## config.mk

```make
export PLATFORM = sky130hd
export DESIGN_NAME = fp_resta_seq
export DESIGN_NICKNAME = d
export VERILOG_FILES = /design/src/rtl/fp_pkg.sv /design/src/rtl/fp_pack_ieee.sv /design/src/rtl/fp_resta_seq.sv
export SDC_FILE = /design/constraint.sdc
export NUM_CORES = 1
export LEC_CHECK = 0
export ABC_AREA = 1
export ABC_CLOCK_PERIOD_IN_PS = 3400
export BUFFER_PORTS_ARGS = -buffer_cell sky130_fd_sc_hd__buf_2
export CORE_MARGIN = 8
export CORE_UTILIZATION = 54
export DETAILED_ROUTE_END_ITERATION = 12
export PLACE_DENSITY = 0.83
export SLEW_MARGIN = 20
export SYNTH_ARGS = -nofsm -noshare
export SYNTH_HDL_FRONTEND = slang
export SYNTH_SLANG_ARGS = --single-unit
```

## constraint.sdc

```tcl
create_clock -name clk -period 3.4 [get_ports clk]
set_clock_uncertainty 0.15 [all_clocks]
set_input_delay 0.68 -clock clk [delete_from_list [all_inputs] [get_ports clk]]
set_output_delay 0.68 -clock clk [all_outputs]
set_load 0.03 [all_outputs]
```

## src/rtl/fp_pkg.sv

```systemverilog
// Shared definitions for the floating-point datapath: internal 33-bit format
// layout, IEEE-754 constants and the sequential operator state encoding.
package fp_pkg;

    localparam int EXP_W     = 8;
    localparam int MANT_W    = 24;
    localparam int BIAS      = 127;
    localparam int WORD_W    = 1 + EXP_W + MANT_W;
    localparam int IEEE_W    = 32;

    // Internal-format field offsets: [32] sign, [31:24] exponent, [23:0] mantissa
    localparam int SIGN_BIT  = WORD_W - 1;
    localparam int EXP_HI    = WORD_W - 2;
    localparam int EXP_LO    = MANT_W;
    localparam int MANT_HI   = MANT_W - 1;
    localparam int MANT_LO   = 0;

    // Gaps of this size or more shift the smaller mantissa out entirely
    localparam int ALIGN_MAX = MANT_W + 1;

    localparam logic [EXP_W-1:0]  EXP_MAX      = '1;
    localparam logic [IEEE_W-1:0] IEEE_POS_INF = 32'h7F80_0000;
    localparam logic [IEEE_W-1:0] IEEE_NEG_INF = 32'hFF80_0000;
    localparam logic [IEEE_W-1:0] IEEE_ZERO    = 32'h0000_0000;

    typedef enum logic [2:0] {
        IDLE,
        ALIGN,
        OP,
        NORM,
        DONE
    } state_t;

endpackage

```

## src/rtl/fp_pack_ieee.sv

```systemverilog
// Combinational repack of the internal format into IEEE-754 single precision.
// A value without its hidden bit is either infinity (max exponent) or zero.
module fp_pack_ieee
    import fp_pkg::*;
(
    input  logic [WORD_W-1:0] val,
    output logic [IEEE_W-1:0] ieee
);

    logic             sgn;
    logic [EXP_W-1:0] ex;
    logic             hid;

    always_comb begin
        sgn = val[SIGN_BIT];
        ex  = val[EXP_HI:EXP_LO];
        hid = val[MANT_HI];
        if (!hid && (ex == EXP_MAX)) begin
            ieee = sgn ? IEEE_NEG_INF : IEEE_POS_INF;
        end else if (!hid) begin
            ieee      = IEEE_ZERO;
            ieee[IEEE_W-1] = sgn;
        end else begin
            ieee = {sgn, ex, val[MANT_HI-1:MANT_LO]};
        end
    end

endmodule

```

## src/rtl/fp_resta_seq.sv

```systemverilog
// Sequential a - b on the internal float format: bit-serial alignment, one
// add/subtract cycle, then bit-serial normalization with truncation.
module fp_resta_seq
    import fp_pkg::*;
(
    input  logic              clk,
    input  logic              rst_n,
    input  logic              start,
    input  logic [WORD_W-1:0] a,
    input  logic [WORD_W-1:0] b,
    output logic              busy,
    output logic              done,
    output logic [WORD_W-1:0] out,
    output logic [IEEE_W-1:0] nums_o,
    output logic              zero,
    output logic              underflow,
    output logic              overflow,
    output state_t            dbg_state
);

    // Handshake: start is taken only when the FSM is IDLE and done is low;
    // a and b are sampled on that edge. busy covers the whole operation
    // including the done cycle; done is a one-cycle pulse and out/flags hold.
    state_t state_q, state_d;

    logic               accept;
    logic               a_zero, b_zero, a_ge, swap, clamp;
    logic [WORD_W-1:0]  bn, xw, yw;
    logic [EXP_W:0]     diff;

    logic               rs, eff_sub;
    logic [EXP_W-1:0]   xe, e;
    logic [MANT_W-1:0]  xm, ym;
    logic [4:0]         dcnt;
    logic [MANT_W:0]    r;
    logic [WORD_W-1:0]  res;
    logic               res_z, res_u, res_o;
    logic               norm_end;

    assign accept    = (state_q == IDLE) && start && !done;
    assign busy      = (state_q != IDLE) || done;
    assign dbg_state = state_q;

    // Operand ordering: X has the larger magnitude, a zero operand is always Y
    always_comb begin
        bn           = b;
        bn[SIGN_BIT] = ~b[SIGN_BIT];
        a_zero       = (a[MANT_HI:MANT_LO] == '0);
        b_zero       = (b[MANT_HI:MANT_LO] == '0);
        a_ge         = (a[EXP_HI:MANT_LO] >= b[EXP_HI:MANT_LO]);
        swap         = b_zero ? 1'b0 : (a_zero ? 1'b1 : !a_ge);
        xw           = swap ? bn : a;
        yw           = swap ? a : bn;
        diff         = {1'b0, xw[EXP_HI:EXP_LO]} - {1'b0, yw[EXP_HI:EXP_LO]};
        clamp        = diff[EXP_W] || (diff >= (EXP_W+1)'(ALIGN_MAX));
    end

    always_comb begin
        if (r == '0) begin
            norm_end = 1'b1;
        end else if (r[MANT_W]) begin
            norm_end = (e == EXP_MAX);
        end else if (!r[MANT_W-1]) begin
            norm_end = (e == 8'd1);
        end else begin
            norm_end = 1'b1;
        end
    end

    always_ff @(posedge clk or negedge rst_n) begin
        if (!rst_n) begin
            state_q <= IDLE;
        end else begin
            state_q <= state_d;
        end
    end

    always_comb begin
        state_d = state_q;
        case (state_q)
            IDLE:    if (accept) state_d = ALIGN;
            ALIGN:   if (dcnt == '0) state_d = OP;
            OP:      state_d = NORM;
            NORM:    if (norm_end) state_d = DONE;
            DONE:    state_d = IDLE;
            default: state_d = IDLE;
        endcase
    end

    always_ff @(posedge clk or negedge rst_n) begin
        if (!rst_n) begin
            rs        <= 1'b0;
            eff_sub   <= 1'b0;
            xe        <= '0;
            xm        <= '0;
            ym        <= '0;
            dcnt      <= '0;
            r         <= '0;
            e         <= '0;
            res       <= '0;
            res_z     <= 1'b0;
            res_u     <= 1'b0;
            res_o     <= 1'b0;
            out       <= '0;
            zero      <= 1'b0;
            underflow <= 1'b0;
            overflow  <= 1'b0;
            done      <= 1'b0;
        end else begin
            done <= 1'b0;
            case (state_q)
                IDLE: begin
                    if (accept) begin
                        rs      <= xw[SIGN_BIT];
                        eff_sub <= xw[SIGN_BIT] ^ yw[SIGN_BIT];
                        xe      <= xw[EXP_HI:EXP_LO];
                        xm      <= xw[MANT_HI:MANT_LO];
                        ym      <= clamp ? '0 : yw[MANT_HI:MANT_LO];
                        dcnt    <= clamp ? '0 : diff[4:0];
                    end
                end
                ALIGN: begin
                    if (dcnt != '0) begin
                        ym   <= ym >> 1;
                        dcnt <= dcnt - 5'd1;
                    end
                end
                OP: begin
                    r <= eff_sub ? ({1'b0, xm} - {1'b0, ym}) : ({1'b0, xm} + {1'b0, ym});
                    e <= xe;
                end
                NORM: begin
                    if (r == '0) begin
                        res   <= '0;
                        res_z <= 1'b1;
                        res_u <= 1'b0;
                        res_o <= 1'b0;
                    end else if (r[MANT_W]) begin
                        if (e == EXP_MAX) begin
                            res   <= {rs, EXP_MAX, {MANT_W{1'b0}}};
                            res_z <= 1'b0;
                            res_u <= 1'b0;
                            res_o <= 1'b1;
                        end else begin
                            r <= r >> 1;
                            e <= e + 8'd1;
                        end
                    end else if (!r[MANT_W-1]) begin
                        if (e == 8'd1) begin
                            res   <= '0;
                            res_z <= 1'b1;
                            res_u <= 1'b1;
                            res_o <= 1'b0;
                        end else begin
                            r <= r << 1;
                            e <= e - 8'd1;
                        end
                    end else begin
                        res   <= {rs, e, r[MANT_HI:MANT_LO]};
                        res_z <= 1'b0;
                        res_u <= 1'b0;
                        res_o <= 1'b0;
                    end
                end
                DONE: begin
                    out       <= res;
                    zero      <= res_z;
                    underflow <= res_u;
                    overflow  <= res_o;
                    done      <= 1'b1;
                end
                default: ;
            endcase
        end
    end

    fp_pack_ieee u_pack (
        .val  (out),
        .ieee (nums_o)
    );

endmodule

```

======== Word level (Yosys, flattened, before mapping) ========
Cells that the tools add are included.
cells by class
  add/subtract/negate cells ............... 6
  multipliers ............................. 0
  divide/modulo/power cells ............... 0
  $lt $le $gt $ge ......................... 2
  eq/ne operators ......................... 16
  shifts and indexed selects .............. 0
  mux-type cells .......................... 52
  bitwise operators ....................... 2
  reductions and logical operators ........ 25
operators by type and width
  cell                                                                    number
  33-bit two-way mux                                                      7
  24-bit two-way mux                                                      5
  25-bit two-way mux                                                      4
  32-bit two-way mux                                                      2
  25-bit case mux with 2 select lines                                     1
  24-bit logical NOT                                                      2
  24-bit case mux with 2 select lines                                     1
  8-bit two-way mux                                                       5
  32-bit >= comparator                                                    1
  31-bit two-way mux                                                      1
  24-bit by 24-bit adder with 25-bit output                               1
  25-bit logical NOT                                                      1
  24-bit by 24-bit subtractor with 25-bit output                          1
  1-bit two-way mux                                                       17
  8-bit equality test (second input constant)                             2
  8-bit case mux with 2 select lines                                      1
  5-bit two-way mux                                                       3
  3-bit case mux with 4 select lines                                      1
  3-bit AND reduction                                                     4
  2-bit != test (second input constant)                                   5
  5-bit case mux with 2 select lines                                      1
  9-bit by 5-bit >= comparator with 1-bit output (second input constant)  1
  3-bit two-way mux                                                       3
  3-bit != test (second input constant)                                   3
  22 further kinds                                                        30
word-level totals
  register bits ........................... 172
  latch bits .............................. 0
  bits in writable memories ............... 0
  memory bits (read-only) ................. 0
  logic and storage cells ................. 123
  memories ................................ 0

======== Logic depth before layout (Yosys ltp) ========
  word-level depth ........................ 11
  gate-level depth with buffers ........... 30

======== Modules after synthesis ========
From an unflattened synthesis, not the netlist that was laid out.
unflattened totals
  cell total of the unflattened synthesis .. 1595
  area total of the unflattened synthesis .. 11592.4 sq um
modules (own cells, without submodules)
  module        instances  cells an instance  area each (sq um)  sequential area each (sq um)
  fp_resta_seq  1          1521               11300.8            4304.1
  fp_pack_ieee  1          74                 291.5              0.0

======== Worst setup path after synthesis ========
No wires, ideal clock.
  path type ............................... reg2reg
  start ................................... reg ym[1]
  end ..................................... reg r[23]
  library setup time ...................... 0.087 ns
  data arrival time ....................... 3.140 ns
  data required time ...................... 3.163 ns
  slack ................................... 0.023 ns
  stages on the path, launching flop included .. 26
  path buffers ............................ 0
  clock period less this slack ............ 3.377 ns
  path through ............................ dfrtp_1 inv_1 ha_1 nand2_1 nor3_1 inv_1 nor2_1 nand4_1 nor2_1 inv_1 nor2_1 inv_1 nand2_1 xor2_1 ha_1 a21oi_1 inv_1 a31oi_1 inv_1 a21oi_1 o21ai_0 nand2_1 nand3b_1 a21oi_1 o21ai_0 a22oi_1
between the ends
  longest elaborated chain between the ends .. 3
RTL lines
  element                                                                                                             RTL line             source
  start, declared                                                                                                     fp_resta_seq.sv:33   logic [MANT_W-1:0] xm, ym;
  start signal, assigned                                                                                              fp_resta_seq.sv:118  ym <= clamp ? '0 : yw[MANT_HI:MANT_LO];
  start signal, assigned                                                                                              fp_resta_seq.sv:124  ym <= ym >> 1;
  24-bit by 24-bit adder with 25-bit output / 24-bit by 24-bit subtractor with 25-bit output (equally long branches)  fp_resta_seq.sv:129  r <= eff_sub ? ({1'b0, xm} - {1'b0, ym}) : ({1'b0, xm} + {1'b0, ym});
  25-bit two-way mux *                                                                                                fp_resta_seq.sv:129
  25-bit case mux with 2 select lines *                                                                               fp_resta_seq.sv:111  case (state_q)
  end signal, assigned                                                                                                fp_resta_seq.sv:129
  end signal, assigned                                                                                                fp_resta_seq.sv:145  r <= r >> 1;
  end signal, assigned                                                                                                fp_resta_seq.sv:155  r <= r << 1;
  end, declared                                                                                                       fp_resta_seq.sv:35   logic [MANT_W:0] r;
Mark *: on every way between the ends. The rest lies on a longest branch, timed or not.
A chain may end at the register's enable or synchronous reset.

======== Worst setup path after layout ========
  start ................................... reg ym[1]
  end ..................................... reg r[24]
Same word-level chain as after synthesis.

==> impl_metrics.toml <==
[worst_setup_path]
cp-end-kind = "flip-flop"
crit_type = "reg -> reg"
slowest_delay_ps = 410
crit_arrival_ps = 3890
cp_data_required_time_ps = 3560
ff2ff_setup_slack_ps = -330
crit_chain = "buf_6 -> nor3_4 -> nand2_2 -> nor3_4 -> nand3_2 -> nor3_4 -> nor2_2 -> xnor2_1 -> ha_1 -> nand2_2 -> inv_2 -> nand3_4 -> nor4_4 -> nor2_1 -> inv_1 -> a21oi_2 -> o21a_1 -> buf_6 -> o21ai_4 -> a21oi_2 -> o21ai_1 -> a22oi_1"
crit_path_max_fanout = 3
cp-start-kind = "flip-flop"
cpMostUsedCell = "nor3_4"
cpMaxStageDelayCell = "dfrtp_1"

[logic_synthesis]
yosys_warnings = 0
synth_ff_type = "dfrtp_1"
synth_top_area_frac = 0.370
ys_seq_elements = 172
netlist_area_um2 = 11600
ys_seq_area_frac = 0.370
avgSynthCellArea_um2 = 7.27
synth_nets = 1734
yosys.area.top_type = "dfrtp_1"
synth_edf_count = 0
synthCells = 1601
postSynth.asyncResetShare = 1.00
yosys-top-cells-area = "dfrtp_1, nand2_1, inv_1"
ys_types = 47

[timing]
max_slew_margin = 0.391
final-hold-violation-count = 0
fin_crit_ps = 3730
setup_viol = 7
setup_tns_ps = -1070
maxSlewViolCount = 0
rsz0062_at_grt = "true"
finalCritPeriodShare = 1.10
worstMarginPinSlew_ps = 911
fin_ws_ps = -331
max_freq_mhz = 268

[finish]
nNetsFinal = 2012
antenna_cells = 0
syn_to_final_growth_pct = 30.1
drive_gt1_frac = 0.265
final_core_util = 0.718

[detailed_routing]
drc = 0
ant_nets = 0
vias_per_cell = 5.71
vias = 12400
wl_per_cell_um = 16.7
drtIter0Drc = 1169
routed_wl_um = 36100
dr.pass1.iters = 6

[power_and_ir_drop]
p_switching_mw = 8.88
clockPowerShare = 0.108
seqPwrFrac = 0.223
p_per_area_nw_per_um2 = 1160
p_total_mw = 17.6
leakage_nw = 7.83
ir_worst_vdd_mv = 0.505
combPwrFrac = 0.669
p_sw_frac = 0.505
p_int_mw = 8.69

[clocking]
cts_made_buffers = 17
h-tree-depth = 4
clock_latency_ps = 440
hold_buffers = 0
cts_buffer_depth = 2
clk_pin_slew_ps = 70
clock-sinks = 172
clock-root-buffer = "clkbuf_16"
cts_tree = "built"

[global_routing]
antenna_found_initial = 0
grt.overflow.total = 0
track_usage = 0.247
grt_pass1_vias = 11600
grt_pass1_wl_um = 54600
grt_max_degree = 80

[die]
placementRows = 53
die-height_um = 163
ioPinCount = 142
fp.dieW_um = 163
die-area_um2 = 26500
initial_core_util = 0.552
core_area_um2 = 21100

[run]
cap_violations = 0

[hold_path]
hold_class = "in -> async"

[placed_design]
gp_congestion = 0.904
dp_hpwl_um = 24300
io_buffers = 141

[outcome]
status = "finished, violations left"
violations = "setup timing"
==> path summary, 6_finish.rpt <==
path                       depth (start not counted)       to  start
max                                               22    r[24]  ym[1]
min                                                1  out[31]  rst_n
max reg2reg                                       22    r[24]  ym[1]
min reg2reg                                        2     zero   zero
max in group asynchronous                          2   ym[15]  rst_n
min in group clk                                   2     zero   zero
==> worst max-delay path: cells and delay by family (launching register included) <==
family                     cells  cell delay [ps]
and+or+nand+nor               10             1410
AOI/OAI and AO/OA              6              750
buffers and inverters          4              440
DFF                            1              410
adders and majority gates      1              320
xor gates and xnor gates       1              130
==> state kept, by name (all words and copies together), names as in the netlist, 3 cells and up <==
| name | count |
|---|---|
| ym | 24 |
| out | 33 |
| res | 33 |
| r | 25 |
| xe | 8 |
| dcnt | 5 |
| xm | 24 |
| dbg_state | 3 |
| e | 8 |
==> logic make-up after synthesis <==
family | Yosys count | share of synthesized area
AND/OR/NAND/NOR | 561 | 0.207
AO/OA/AOI/OAI | 431 | 0.209
buffers and inverters | 328 | 0.110
flip-flops | 172 | 0.370
adder cells (fa/ha/maj) | 64 | 0.0695
XOR/XNOR | 45 | 0.0339
==> routing by layer <==
| layer | global-route usage | part of all wire | vias up |
|---|---|---|---|
| li1 | - | - | 5860 |
| met3 | 0.0399 | 0.080 | 138 |
| met2 | 0.413 | 0.48 | 630 |
| met4 | 0.0947 | 0.039 | 0 |
| met5 | 0 | 0 | - |
| met1 | 0.317 | 0.41 | 5744 |
==> stage by stage <==
| stage | setup slack [ps] | area [um2] | hold WS, ps | instances |
|---|---|---|---|---|
| after CTS | -103 | 14500 | 145 | 2155 |
| after floorplan | 23.1 | 11600 | 234 | 1601 |
| after global placement | -198 | 13700 | 307 | 2114 |
| after global routing | -492 | 15100 | 161 | 2167 |
| after detailed placement | -328 | 13700 | 311 | 2114 |
| final | -331 | 15100 | 116 | 2167 |
==> Yosys cell counts (3+ instances only) <==
cell type,n
buf_4,3
xor2_1,26
o21a_1,5
nor2_2,3
o22ai_1,30
a31oi_1,7
inv_2,4
nand3_1,63
nand2_1,275
o211ai_1,10
o31ai_1,5
a22oi_1,17
a21o_1,4
dfrtp_1,172
clkbuf_1,62
a21oi_2,10
ha_1,63
nand4_1,24
o21ai_1,4
inv_1,249
o21ai_0,170
o21bai_1,3
a211oi_1,7
nor4_1,12
o221ai_1,3
xnor2_1,19
a21oi_1,140
nor2_1,147
nor3_1,18
o32ai_1,11
nand3_2,10
buf_2,5
==> layout by cell type (no fill, tap or decap), types with 11 or more instances in the layout <==
| cell | count |
|---|---|
| inv_1 | 237 |
| nand3_2 | 16 |
| o21ai_0 | 162 |
| nand2_2 | 16 |
| inv_2 | 15 |
| a21oi_1 | 120 |
| a22oi_1 | 14 |
| clkbuf_16 | 21 |
| nor2_2 | 11 |
| buf_2 | 140 |
| xor2_1 | 26 |
| nor3_1 | 12 |
| o32ai_1 | 11 |
| ha_4 | 13 |
| buf_4 | 174 |
| dfrtp_1 | 172 |
| o22ai_1 | 30 |
| nand3_1 | 52 |
| nor2_1 | 136 |
| ha_1 | 49 |
| nand2_1 | 258 |
| a21oi_2 | 30 |
| xnor2_1 | 18 |
| nand4_1 | 24 |
==> power by group through the flow <==
| stage | Combinational [mW] | Sequential [mW] | Clock, mW |
|---|---|---|---|
| 2_1_floorplan | 6.51 | 4.06 | 0 |
| 3_3_place_gp | 9.82 | 3.79 | 0 |
| 3_5_place_dp | 10.1 | 3.84 | 0 |
| 4_1_cts | 10.6 | 3.84 | 1.90 |
| 5_1_grt | 12.8 | 4.01 | 2.01 |
| 6_report | 11.8 | 3.92 | 1.90 |
==> area by class of cell <==
type,count,area [um2]
multi-input cells,1101,6640
inverters,255,960
clock buffers,19,443
fillers,1577,5950
repair buffers,332,2320
well taps,275,344
flip-flops and latches,172,4300
clock inverters,13,129
==> timing repair <==
item | in CTS | in global routing
setup endpoints to repair | 10 | 44
gates cloned | 0 | 6
gates resized for setup | 33 | 100
pin swaps | 14 | 41
setup buffers | 9 | 6
(Power assumes the default switching activity.)
